<file path="config.mk">
export PLATFORM = sky130hd
export DESIGN_NAME = x_iddr_deser
export DESIGN_NICKNAME = d
export VERILOG_FILES = /design/src/rtl/x_iddr_pkg.sv /design/src/rtl/x_iddr_cap.sv /design/src/rtl/x_iddr_deser.sv
export SDC_FILE = /design/constraint.sdc
export NUM_CORES = 1
export LEC_CHECK = 0
export ABC_AREA = 1
export BUFFER_PORTS_ARGS = -buffer_cell sky130_fd_sc_hd__buf_4
export CAP_MARGIN = 25
export CORE_AREA = 5 5 42 44
export CTS_CLUSTER_SIZE = 40
export DETAILED_ROUTE_END_ITERATION = 8
export DIE_AREA = 0 0 47 49
export PLACE_DENSITY = 0.62
export SYNTH_ARGS = -nofsm -noshare
export SYNTH_HDL_FRONTEND = slang
export SYNTH_SLANG_ARGS = --single-unit
export TNS_END_PERCENT = 30
</file>
<file path="constraint.sdc">
create_clock -name C -period 0.8 [get_ports C]
set_input_delay 0.08 -clock C [delete_from_list [all_inputs] [get_ports C]]
set_output_delay 0.08 -clock C [all_outputs]
set_load 0.05 [all_outputs]
</file>
<file path="src/rtl/x_iddr_pkg.sv">
// Shared types and elaboration helpers for the DDR input deserializer.
// Imported by x_iddr_cap and x_iddr_deser.
package x_iddr_pkg;

  // Phase of the rise/fall pairing: EVEN pairs (r[t], f[t]), ODD pairs (f[t-1], r[t]).
  typedef enum logic {
    PH_EVEN = 1'b0,
    PH_ODD  = 1'b1
  } phase_t;

  function automatic int cnt_width(input int ratio);
    int w;
    w = 1;
    while ((1 << w) < (ratio / 2)) begin
      w++;
    end
    return w;
  endfunction

  function automatic bit ratio_ok(input int ratio);
    return (ratio >= 2) && ((ratio % 2) == 0);
  endfunction

endpackage

</file>
<file path="src/rtl/x_iddr_cap.sv">
// Per-pin DDR capture: rise, fall and held-fall flops plus the pairing mux.
// o_pair[0] is the earlier bit of the pair, o_pair[1] the later one.
module x_iddr_cap
  import x_iddr_pkg::*;
#(
  parameter logic INIT = 1'b0
) (
  input  logic       i_c,
  input  logic       i_rn,
  input  logic       i_ce,
  input  logic       i_d,
  input  logic       i_odd,
  output logic [1:0] o_pair
);

  logic r_rise;
  logic r_fall;
  logic r_fall_hold;

  always_ff @(posedge i_c or negedge i_rn) begin
    if (!i_rn) begin
      r_rise      <= INIT;
      r_fall_hold <= INIT;
    end else if (i_ce) begin
      r_rise      <= i_d;
      r_fall_hold <= r_fall;
    end
  end

  // The falling-edge sample is free-running; only rising-edge logic honours CE.
  always_ff @(negedge i_c or negedge i_rn) begin
    if (!i_rn) begin
      r_fall <= INIT;
    end else begin
      r_fall <= i_d;
    end
  end

  always_comb begin
    o_pair = {r_fall, r_rise};
    if (i_odd) begin
      o_pair = {r_rise, r_fall_hold};
    end
  end

endmodule

</file>
<file path="src/rtl/x_iddr_deser.sv">
// DDR input deserializer: pairs rise/fall samples per pin and assembles RATIO-bit
// words per pin with a shared counter, phase (bitslip) state and valid strobe.
module x_iddr_deser
  import x_iddr_pkg::*;
#(
  parameter int   DW    = 1,
  parameter int   RATIO = 4,
  parameter logic INIT  = 1'b0
) (
  input  logic                C,
  input  logic                RN,
  input  logic                CE,
  input  logic [DW-1:0]       D,
  input  logic                BITSLIP,
  output logic [DW*RATIO-1:0] Q,
  output logic                Q_VALID
);

  localparam int              HALF     = RATIO / 2;
  localparam int              CW       = cnt_width(RATIO);
  localparam logic [CW-1:0]   CNT_LAST = CW'(HALF - 1);

  if (!ratio_ok(RATIO)) begin : g_bad_ratio
    $error("x_iddr_deser: RATIO must be even and at least 2");
  end

  phase_t              r_phase;
  phase_t              w_phase_next;
  logic [CW-1:0]       r_cnt;
  logic [CW-1:0]       w_cnt_next;
  logic                r_primed;
  logic [DW*RATIO-1:0] r_shift;
  logic [DW*RATIO-1:0] w_word;
  logic                w_odd;
  logic                w_accept;
  logic                w_shift;
  logic                w_done;

  assign w_odd = (r_phase == PH_ODD);

  for (genvar gi = 0; gi < DW; gi++) begin : g_pin
    logic [1:0] w_pair;

    x_iddr_cap #(
      .INIT(INIT)
    ) u_cap (
      .i_c   (C),
      .i_rn  (RN),
      .i_ce  (CE),
      .i_d   (D[gi]),
      .i_odd (w_odd),
      .o_pair(w_pair)
    );

    // New pair enters at the top so the earliest bit drifts down to bit 0.
    assign w_word[gi*RATIO +: RATIO] = RATIO'({w_pair, r_shift[gi*RATIO +: RATIO]} >> 2);
  end

  // The first enabled edge after reset only fills the rise flop; pairing starts after it.
  always_comb begin
    w_accept     = CE && r_primed;
    w_shift      = w_accept && !(BITSLIP && !w_odd);
    w_done       = w_shift && (r_cnt == CNT_LAST);
    w_phase_next = r_phase;
    w_cnt_next   = r_cnt;
    if (w_accept && BITSLIP) begin
      w_phase_next = w_odd ? PH_EVEN : PH_ODD;
    end
    if (w_done) begin
      w_cnt_next = '0;
    end else if (w_shift) begin
      w_cnt_next = r_cnt + 1'b1;
    end
  end

  always_ff @(posedge C or negedge RN) begin
    if (!RN) begin
      r_phase  <= PH_EVEN;
      r_cnt    <= '0;
      r_primed <= 1'b0;
      r_shift  <= '0;
      Q        <= '0;
      Q_VALID  <= 1'b0;
    end else begin
      Q_VALID <= w_done;
      if (CE) begin
        r_primed <= 1'b1;
        r_phase  <= w_phase_next;
        r_cnt    <= w_cnt_next;
        if (w_shift) begin
          r_shift <= w_word;
        end
        if (w_done) begin
          Q <= w_word;
        end
      end
    end
  end

endmodule
</file>
==> flow_summary.json <==
{
  "synthTopCellsByArea": "dfrtp_1, nand2_1, dfrtn_1",
  "grt_overflow_total": 0,
  "r2r_cells": 4,
  "post-place-cells": 80,
  "setup_viol": 15,
  "path_clk_slew_ps": 70,
  "die_y_um": 49,
  "area_growth_pct": 34.0,
  "grt.total_usage_pct": 10.1,
  "worst_hold_slack_ps": 47.6,
  "ant_nets": 0,
  "core_area_um2": 1400,
  "initialDrtViolationCount": 2,
  "violations": "negative setup slack",
  "min_path_cells": 2,
  "antenna_found_initial": 0,
  "cts_tree": "done",
  "wl_met1_um": 434,
  "grt_setup_unrepaired": "true",
  "worstPathArrival_ps": 1360,
  "fp.dieArea_um2": 2300,
  "rows": 14,
  "grt_pass1_wl_um": 1600,
  "hold_class": "in -> reg",
  "port_buffers": 9,
  "report.final.slew_viol_count": 0,
  "syn_area_per_cell_um2": 10.3,
  "end_kind": "register",
  "nNetsFinal": 76,
  "place_worst_setup_slack_ps": -330,
  "hold_violations": 0,
  "seq_power_share_pct": 39.9,
  "syn_nets": 57,
  "p_leak_nw": 0.367,
  "p_int_mw": 1.54,
  "outcome": "finished with violations",
  "highest_layer": "met4",
  "pin_count": 10,
  "synth_edf_count": 0,
  "slew_headroom_pct": 84.3,
  "post-synth-top-area-cell": "dfrtp_1",
  "yosysSeqAreaShare_pct": 61.0,
  "max-cap-violations": 0,
  "required_ps": 1020,
  "top_register": "Q",
  "vias_per_cell": 4.47,
  "diodes": 0,
  "synth_common_cells": "nand2_1, dfrtp_1, inv_2",
  "top_regs": "Q (4), r_shift (2)",
  "worstMarginPinSlew_ps": 236,
  "grt_max_degree": 13,
  "pwr-share-comb_pct": 44.8,
  "insertion_delay_ps": 280,
  "routabilityCongestion": 0.710,
  "yosysWarnings": 0,
  "finalWorstSetupSlack_ps": -346,
  "synth_seq_cells": 13,
  "cts.sinks": 13,
  "switching_share_pct": 41.3,
  "fin_skew_ps": 5.94,
  "syn_inst": 52,
  "grt_pass1_vias": 393,
  "final_area_um2": 714,
  "die_w_um": 47,
  "worst_ir_drop_vdd_mv": 1.36,
  "synth-async-reset-ratio_pct": 100,
  "synth_top_area_share_pct": 56.3,
  "drt-total-wl_um": 910,
  "postPlaceCellArea_um2": 647,
  "largest_reg_flops": 4,
  "path_class": "reg -> reg",
  "synth_area_um2": 533,
  "hpwl_um": 698,
  "power_frac_clock_pct": 15.4,
  "cts_inserted_buffers": 3,
  "power_switching_mw": 1.08,
  "post-route-drc-count": 0,
  "wl_met2_um": 362,
  "finalNonFillerCells": 86,
  "layout-drive-gt1-share_pct": 37.1,
  "wl_per_cell_um": 10.6,
  "ys_types": 13,
  "cts.htree.levels": 1,
  "dr_wl_met3_um": 75,
  "crit_path_start_kind": "register",
  "p_per_area_nw_per_um2": 3660,
  "crit_fanout": 2,
  "cts_buffer_depth": 2,
  "ctsRootBufferMaster": "clkbuf_4",
  "num_vias": 384,
  "start_util_pct": 38.0,
  "first_pass_iters": 2,
  "synth_ff_type": "dfrtp_1",
  "synth.most_common_cell": "nand2_1",
  "fin_setup_tns_ps": -2080
}
==> per-stage QoR <==
stage	util [%]	power [mW]
2_1_floorplan	-	1.76
3_3_place_gp	46.2	2.11
3_5_place_dp	46.2	2.13
4_1_cts	50.8	2.65
5_1_grt	51.0	2.80
6_report	51.0	2.62
==> timing repair <==
item | CTS | global route
pin swaps | 0 | 1
gates resized for setup | 6 | 1
endpoints found under the setup margin | 15 | 16
hold endpoints to repair | 13 | 0
setup buffers | 1 | 0
hold buffers | 1 | 0
==> layout by cell type (no fill, tap or decap), drive strengths merged <==
master	count
a21oi	1
buf	13
clkbuf	4
dfrtn	1
dfrtp	12
dlygate4sd3	1
inv	3
mux2	2
nand2	24
nand3	3
nand4	2
nor2	2
or2	1
xor2	1
==> metal layers <==
layer	global-route usage (%)	vias up
met3	3.69	5
met1	13.3	165
li1	-	202
met2	12.4	12
met4	8.29	0
met5	0	-
==> worst paths after layout <==
check / start / end / slack, ps
max: g_pin[0].u_cap.r_fall / Q[3] / -350
min: D / g_pin[0].u_cap.r_rise / 50
max reg2reg: g_pin[0].u_cap.r_fall / Q[3] / -350
min reg2reg: r_shift[2] / r_shift[2] / 490
max in group asynchronous: RN / g_pin[0].u_cap.r_fall / 280
min in group asynchronous: RN / Q_VALID / 270
==> kinds of logic (layout without fill, tap and decap cells) <==
group / Yosys count / after routing / synth area share, %
compound gates: 1 / 1 / 3.05
xor+xnor: 1 / 1 / 1.64
buf+inv: 3 / 21 / 2.11
flops: 13 / 13 / 61.0
mux: 2 / 2 / 4.23
simple gates: 32 / 32 / 27.9
==> cell type report <==
| class | instances | area, um^2 |
|---|---|---|
| clock buffers | 4 | 26.3 |
| flip-flops and latches | 13 | 325 |
| repair buffers | 14 | 126 |
| fillers | 132 | 687 |
| well taps | 16 | 20.0 |
| multi-input cells | 36 | 203 |
| inverters | 3 | 13.8 |
==> power groups by stage <==
stage          clock (mW)  combinational [mW]  sequential, mW
6_report            0.402                1.17            1.04
4_1_cts             0.419                1.19            1.04
3_3_place_gp            0                1.08            1.03
5_1_grt             0.448                1.28            1.07
3_5_place_dp            0                1.09            1.04
2_1_floorplan           0               0.384            1.38
==> critical path, cell delays in order, from the launching register on <==
cell	delay (ps)
dfrtn_1	410
nand2_1	60
nand2_1	80
nand3_1	70
nand2_1	60
(Power assumes the default switching activity.)
